==> src/rtl/adder_rr_arbiter.sv <==
// Round-robin arbiter in front of one shared registered WIDTH-bit adder.
// A grant latches the winner's operands. The following cycle performs the add
// and pulses Valid with the result tagged by the owning requester's Id.
module adder_rr_arbiter #(
  parameter int unsigned NREQ  = 4,
  parameter int unsigned WIDTH = 4,
  parameter int unsigned IDW   = 2
) (
  input  logic                  Clk,
  input  logic                  Rst_n,
  input  logic [NREQ-1:0]       Req,
  input  logic [NREQ*WIDTH-1:0] A_in,
  input  logic [NREQ*WIDTH-1:0] B_in,
  output logic [NREQ-1:0]       Gnt,
  output logic [WIDTH-1:0]      Sum,
  output logic                  Overflow,
  output logic                  Valid,
  output logic [IDW-1:0]        Id
);

  typedef enum logic [0:0] {StIdle, StAdd} state_e;

  state_e           state_q, state_d;
  logic [IDW-1:0]   last_q, last_d;
  logic [IDW-1:0]   id_q, id_d;
  logic [NREQ-1:0]  gnt_q, gnt_d;
  logic [WIDTH-1:0] a_q, a_d, b_q, b_d;
  logic [WIDTH-1:0] sum_q, sum_d;
  logic             ovf_q, ovf_d;
  logic             valid_q, valid_d;

  logic             found;
  logic [IDW-1:0]   win;
  logic [IDW-1:0]   idx;
  logic [WIDTH-1:0] op_a, op_b;

  // Round-robin pick: scan last+1, last+2, ... wrapping, ending at last.
  always_comb begin
    found = 1'b0;
    win   = '0;
    idx   = '0;
    for (int k = 1; k <= int'(NREQ); k++) begin
      idx = IDW'((int'(last_q) + k) % int'(NREQ));
      if (!found && Req[idx]) begin
        found = 1'b1;
        win   = idx;
      end
    end
  end

  // Operand mux for the current winner, using constant part-selects only.
  always_comb begin
    op_a = '0;
    op_b = '0;
    for (int i = 0; i < int'(NREQ); i++) begin
      if (IDW'(i) == win) begin
        op_a = A_in[i*WIDTH +: WIDTH];
        op_b = B_in[i*WIDTH +: WIDTH];
      end
    end
  end

  // Next-state: grant and latch in idle, add and pulse Valid in the add cycle.
  always_comb begin
    state_d = state_q;
    last_d  = last_q;
    id_d    = id_q;
    a_d     = a_q;
    b_d     = b_q;
    sum_d   = sum_q;
    ovf_d   = ovf_q;
    gnt_d   = '0;
    valid_d = 1'b0;
    case (state_q)
      StIdle: begin
        if (found) begin
          gnt_d   = NREQ'(1) << win;
          a_d     = op_a;
          b_d     = op_b;
          id_d    = win;
          last_d  = win;
          state_d = StAdd;
        end
      end
      StAdd: begin
        // Req is ignored here, so at most one grant per two cycles.
        {ovf_d, sum_d} = {1'b0, a_q} + {1'b0, b_q};
        valid_d        = 1'b1;
        state_d        = StIdle;
      end
      default: state_d = StIdle;
    endcase
  end

  // State and output registers; reset discards any in-flight add.
  always_ff @(posedge Clk or negedge Rst_n) begin
    if (!Rst_n) begin
      state_q <= StIdle;
      last_q  <= IDW'(NREQ - 1);
      id_q    <= '0;
      gnt_q   <= '0;
      a_q     <= '0;
      b_q     <= '0;
      sum_q   <= '0;
      ovf_q   <= 1'b0;
      valid_q <= 1'b0;
    end else begin
      state_q <= state_d;
      last_q  <= last_d;
      id_q    <= id_d;
      gnt_q   <= gnt_d;
      a_q     <= a_d;
      b_q     <= b_d;
      sum_q   <= sum_d;
      ovf_q   <= ovf_d;
      valid_q <= valid_d;
    end
  end

  assign Gnt      = gnt_q;
  assign Sum      = sum_q;
  assign Overflow = ovf_q;
  assign Valid    = valid_q;
  assign Id       = id_q;

endmodule

==> config.mk <==
export PLATFORM = sky130hd
export DESIGN_NAME = adder_rr_arbiter
export DESIGN_NICKNAME = d
export VERILOG_FILES = /design/src/rtl/adder_rr_arbiter.sv
export SDC_FILE = /design/constraint.sdc
export NUM_CORES = 1
export LEC_CHECK = 0
export CAP_MARGIN = 20
export CORE_MARGIN = 2
export CORE_UTILIZATION = 43
export CTS_CLUSTER_SIZE = 12
export DETAILED_ROUTE_END_ITERATION = 7
export PLACE_DENSITY = 0.86
export SKIP_LAST_GASP = 1
export SLEW_MARGIN = 30
export SYNTH_ARGS = -nofsm -noshare
export SYNTH_HDL_FRONTEND = slang
export SYNTH_SLANG_ARGS = --single-unit
==> constraint.sdc <==
create_clock -name Clk -period 2.15 [get_ports Clk]
set_input_delay 0.3225 -clock Clk [delete_from_list [all_inputs] [get_ports Clk]]
set_output_delay 0.3225 -clock Clk [all_outputs]
set_load 0.01 [all_outputs]
After elaboration in Yosys (flattened, before gate mapping)
Cells that the tools add are included. W data, S select, Z words.

Bits in registers: 23. Output and inout port bits: 12.

Add/subtract/negate cells: 5. $lt $le $gt $ge: 4. Equal/unequal tests: 3. Shifts and indexed selects: 1. Multiplexer cells: 29. Bitwise logic cells: 1. Reduce and logical (&&, ||, !) cells: 8.

Operators with widths (count): $mux W4 (10); $lt A2 B3 Y1 const B (4); $mux W1 (10); $bmux W1 S2 (4); $mux W2 (4); $add A4 B4 Y5 (1); $add A2 B1 Y2 const B (2); $add A2 B2 Y2 const B (2); $eq A2 B2 Y1 const A (2); $shl A1 B2 Y4 const A (1); $logic_and A1 B1 Y1 (3); $logic_not A1 Y1 (3); $eq A1 B2 Y1 const A (1); $logic_not A2 Y1 (1); $pmux W1 S2 (1); $reduce_and A2 Y1 (1); $not A1 Y1 (1).

Longest topological paths before layout
Depth in word-level cells: 18. Gate-level depth with buffers: 7.

Least setup slack after synthesis
Ideal clock, no wire load.

Path kind: register -> register. Start point: register last_q[1]. End point: register a_q[2]. Setup time: 140 ps. Data arrival time: 1469 ps. Path slack: 541 ps. Cell stages (with the launch flop): 8. Cell sequence: dfstp_2 buf_6 nand3b_1 a31oi_1 buf_6 buf_12 mux2i_1 o221ai_1.

Word-level cells in the longest chain between the ends: 18. Elaborated cells between the ends (all ways): 35.

Ends and longest elaborated chain: start: declaration (RTL line 24) `logic [IDW-1:0] last_q, last_d;`; start signal: assignment (RTL line 99) `last_q <= IDW'(NREQ - 1);`; start signal: assignment (RTL line 109) `last_q <= last_d;`; $add A2 B1 Y2 (RTL line 43) `idx = IDW'((int'(last_q) + k) % int'(NREQ));`; $bmux W1 S2 (RTL line 44) `if (!found && Req[idx]) begin`; $mux W1 (not written as such) (RTL line 44); $mux W1 (RTL line 44); $logic_not A1 Y1 (RTL line 44); $logic_and A1 B1 Y1 (RTL line 44); $mux W1 (RTL line 44); $logic_not A1 Y1 (RTL line 44); $logic_and A1 B1 Y1 (RTL line 44); $mux W1 (RTL line 44); $logic_not A1 Y1 (RTL line 44); $logic_and A1 B1 Y1 (RTL line 44); $mux W2 (RTL line 44); $logic_not A2 Y1 (RTL line 56) `if (IDW'(i) == win) begin`; $mux W4 (4 in a row) (RTL line 56); end signal: assignment (RTL line 102) `a_q <= '0;`; end signal: assignment (RTL line 112) `a_q <= a_d;`; end: declaration (RTL line 27) `logic [WIDTH-1:0] a_q, a_d, b_q, b_d;`.

Several ways; a longest one is shown, not always the timed one. The select of a mux whose other input is x is not followed. A chain may end at the register's enable or synchronous reset.

Worst setup path in the final report
Start point: register last_q[1]. End point: register b_q[1].

Word-level cells in the longest chain between the ends: 18. Elaborated cells between the ends (all ways): 35.

Ends and longest elaborated chain: $add A2 B1 Y2 (RTL line 43); $bmux W1 S2 (RTL line 44); $mux W1 (not written as such) (RTL line 44); $mux W1 (RTL line 44); $logic_not A1 Y1 (RTL line 44); $logic_and A1 B1 Y1 (RTL line 44); $mux W1 (RTL line 44); $logic_not A1 Y1 (RTL line 44); $logic_and A1 B1 Y1 (RTL line 44); $mux W1 (RTL line 44); $logic_not A1 Y1 (RTL line 44); $logic_and A1 B1 Y1 (RTL line 44); $mux W2 (RTL line 44); $logic_not A2 Y1 (RTL line 56); $mux W4 (4 in a row) (RTL line 56); end signal: assignment (RTL line 103) `b_q <= '0;`; end signal: assignment (RTL line 113) `b_q <= b_d;`; end: declaration (RTL line 27).

Several ways; a longest one is shown, not always the timed one. The select of a mux whose other input is x is not followed.

==> metrics.md <==
| Metric | Value |
|---|---|
| Status | `complete, but fails checks` |
| Failing checks | `design-rule violations` |
| Worst path depth | `4` |
| Count of final setup violators | `0` |
| Measured slew at the worst slew-check pin | `about 0.48 ns` |
| Gr ovfl total | `0` |
| Vias in the first global route | `between 1000 and 1500` |
| Pwr Density | `roughly 1200 mW/mm2` |
| Achievable clock frequency | `roughly 570 MHz` |
| Reg-to-Reg End | `b_q[1]` |
| Buffer count from post-CTS setup fixing | `0` |
| Met3 Wirelength | `roughly 160 um` |
| Initial antenna violation count | `0` |
| FF+latch count, synth | `23` |
| Chip Height | `58.6 um` |
| FF-to-FF path depth | `4` |
| Share of cells above drive strength 1 | `8.93%` |
| Drt first-iter violations | `32` |
| Critical Path RT | `2.32 ns` |
| Net Switching | `about 0.77 mW` |
| Layout area overhead | `41.4%` |
| GP Congestion | `roughly 0.8` |
| Worst r2r src | `last_q[1]` |
| Uppermost layer routed | `met4` |
| Crit end category | `flop` |
| Final hold viol count | `0` |
| Core footprint | `between 0.002 and 0.003 mm2` |
| Power Internal | `1.36 mW` |
| Post-synthesis instance area | `around 0.0013 mm2` |
| Die Area | `about 0.0034 mm2` |
| First-pass GRT wire length | `4820 um` |
| Clock Path Buffers | `2` |
| CTS clk-pin slew, worst paths | `around 0.12 ns` |
| GRT Util Overall | `18.3%` |
| Slew Limit Fails | `0` |
| Antenna viol nets, final | `0` |
| Worst path max stage delay | `~0.61 ns` |
| Largest net degree at the start of global routing | `24` |
| Tmin final | `about 1.7 ns` |
| Initial Util | `45.8%` |
| Worst hold path type | `input pin to asynchronous set/reset pin` |
| Part of the power in the clock network | `under 10%` |
| Worst Path Arrival | `1.92 ns` |
| Met2 WL | `around 1400 um` |
| Worst Path Max Fanout | `8` |
| NumNets Final | `212` |
| Final wirelength | `2740 um` |
| Filler instances | `approximately 250` |
| Post-Syn Instances | `approximately 120` |
| Clk root buf | `clkbuf_4` |
| R2R setup slack | `between 0.4 and 0.5 ns` |
| Setup TNS | `0 ns` |
| Most frequent cells in the layout | `clkdlybuf4s50_1 (49), dfrtp_1 (21), mux2i_1 (18)` |
| Most common cell after layout, fill and taps aside | `clkdlybuf4s50_1` |
| Syn Nets | `approximately 160` |
| Routed length per instance | `about 14 um` |
| Rel. slew slack | `slightly below 70%` |
| WP buf/inv | `0` |
| Die Width | `58.6 um` |
| Post-CTS Hold Buffers | `0` |
| Cts bufs inserted | `3` |
| Buffers on Ports | `49` |
| RSZ-0062 raised after global routing | `false` |
| H-tree levels | `1` |
| CTS tree | `done` |
| Synth warn | `0` |
| Clock sinks | `23` |
| Average size of a mapped cell | `around 11 um2` |
| Latest clock arrival within the worst-skew pair | `~0.30 ns` |
| Post-DP HPWL | `between 2000 and 2500 um` |
| Wire length on met1 | `approximately 1200 um` |
| Slowest-stage cell, CP | `dfstp_2` |
| I/O pin count | `50` |
| Post_cts resized | `0` |
| Switching share of power | `between 30% and 40%` |
| Sequential-to-total area share from yosys stat | `a little under half` |
| Final instance area | `roughly 0.0018 mm2` |
| Max-capacitance violation count | `0` |
| Fin util | `between 60 and 70%` |
| Routed vias/inst | `between 5 and 6` |
| Period utilization | `roughly four fifths` |
| CP Cell Sequence | `mux2i_1 > o2bb2ai_1 > nor3_2 > a221oi_1` |
| Fin Clk Skew | `0.00115 ns` |
| Combinational group share of total power | `a little over half` |
| Pleak | `just over 0.8 nW` |
| Post-synthesis cell type count | `31` |
| Total iterations of the first detailed-routing run | `6` |
| Total Power | `2.12 mW` |
| Inserted Diodes | `0` |
| Remaining routing DRC violations | `2` |
| Worst Setup Start Kind | `flop` |
| Placed inst area | `roughly 0.0018 mm2` |
| Worst Setup Path Type | `flop to flop` |
| Total number of vias | `around 1000` |
| Row count | `19` |
| Peak VDD IR | `roughly 0.63 mV` |
| CP delay by family, top | `flip-flops` |
| Flop pwr share | `~36%` |
| Hold slack | `0.360 ns` |
-- power groups by stage --
stage          clock network [mW]  logic (mW)  registers, mW
5_1_grt                     0.217        1.29          0.796
3_5_place_dp                    0        1.17          0.778
4_1_cts                     0.204        1.18          0.768
2_1_floorplan                   0       0.788          0.775
3_3_place_gp                    0        1.13          0.769
6_report                    0.193        1.17          0.765
-- metal layers --
layer / GRT usage [%] / up-vias
met5: 0 / -
met4: 5.19 / 0
met3: 3.30 / 2
met2: 32.9 / 30
met1: 22.5 / 480
li1: - / 519
-- through the flow --
stage	worst slack [ns]	instances
after global placement	0.245	195
after CTS	0.403	199
after detailed placement	0.162	195
after floorplan	0.541	118
final	0.401	199
after global routing	0.219	199
-- cell families after synthesis --
kind of cell | count (synthesis) | share of synthesized area, %
AO/OA/AOI/OAI | 22 | 12.9
XOR/XNOR | 2 | 1.36
adder cells (fa/ha/maj) | 5 | 5.46
buffers and inverters | 12 | 6.82
flip-flops | 23 | 45.0
multiplexers | 21 | 16.7
AND/OR/NAND/NOR | 33 | 11.8
-- Yosys cell counts --
master      n  share of area [%]
ha_1        4                3.9
a21oi_1     4                1.6
a21boi_0    1               0.59
buf_6       3                2.6
clkbuf_1    1               0.29
mux2i_1    18                 14
o2bb2ai_1   1               0.68
o221ai_1    2                1.4
nand2_1     7                2.0
or3_1       1               0.49
buf_4       1               0.59
nor3_1      2               0.78
nand2b_1    3                1.5
nor2_1     16                4.7
xnor2_1     2                1.4
nor2b_1     1               0.49
fa_1        1                1.6
a221oi_1    6                4.1
mux2_2      3                2.6
o21a_1      1               0.59
nor3_2      1               0.78
a31oi_1     1               0.49
o21ai_0     1               0.39
o21ba_2     1               0.78
or2_2       1               0.49
buf_12      1                1.6
dfrtp_1    21                 41
dfstp_2     2                4.1
nand3b_1    1               0.59
inv_1       6                1.8
a21o_1      4                2.3
-- worst reg2reg max path, delay by kind of cell, from the launching register on --
family,cells,cell delay (ns)
AOI/OAI and AO/OA,2,0.33
DFF,1,0.61
and+or+nand+nor,1,0.48
muxes,1,0.19
-- worst max path at each step --
stage | startpoint | endpoint | slack [ns]
6_report | last_q[1] | b_q[1] | 0.40
5_1_grt | last_q[1] | b_q[3] | 0.22
4_1_cts | last_q[1] | a_q[1] | 0.40
3_5_place_dp | Req[3] | a_q[1] | 0.16
3_3_place_gp | Req[3] | a_q[2] | 0.24
2_1_floorplan | last_q[1] | a_q[2] | 0.54
-- flip-flops by register name, summed over array words and instances (netlist names) --
name      flops
Gnt           4
Id            2
Overflow      1
Sum           4
Valid         1
a_q           4
b_q           4
last_q        2
state_q       1
-- cell type report --
type	count	area (um2)	area share, %
clock buffer	4	26.3	1.45
inverter	6	22.5	1.24
multi-input combinational	83	624	34.4
sequential	23	578	31.8
tap	31	38.8	2.14
timing repair buffer	52	526	28.9
Note: power is estimated with default switching activity, not from simulation.
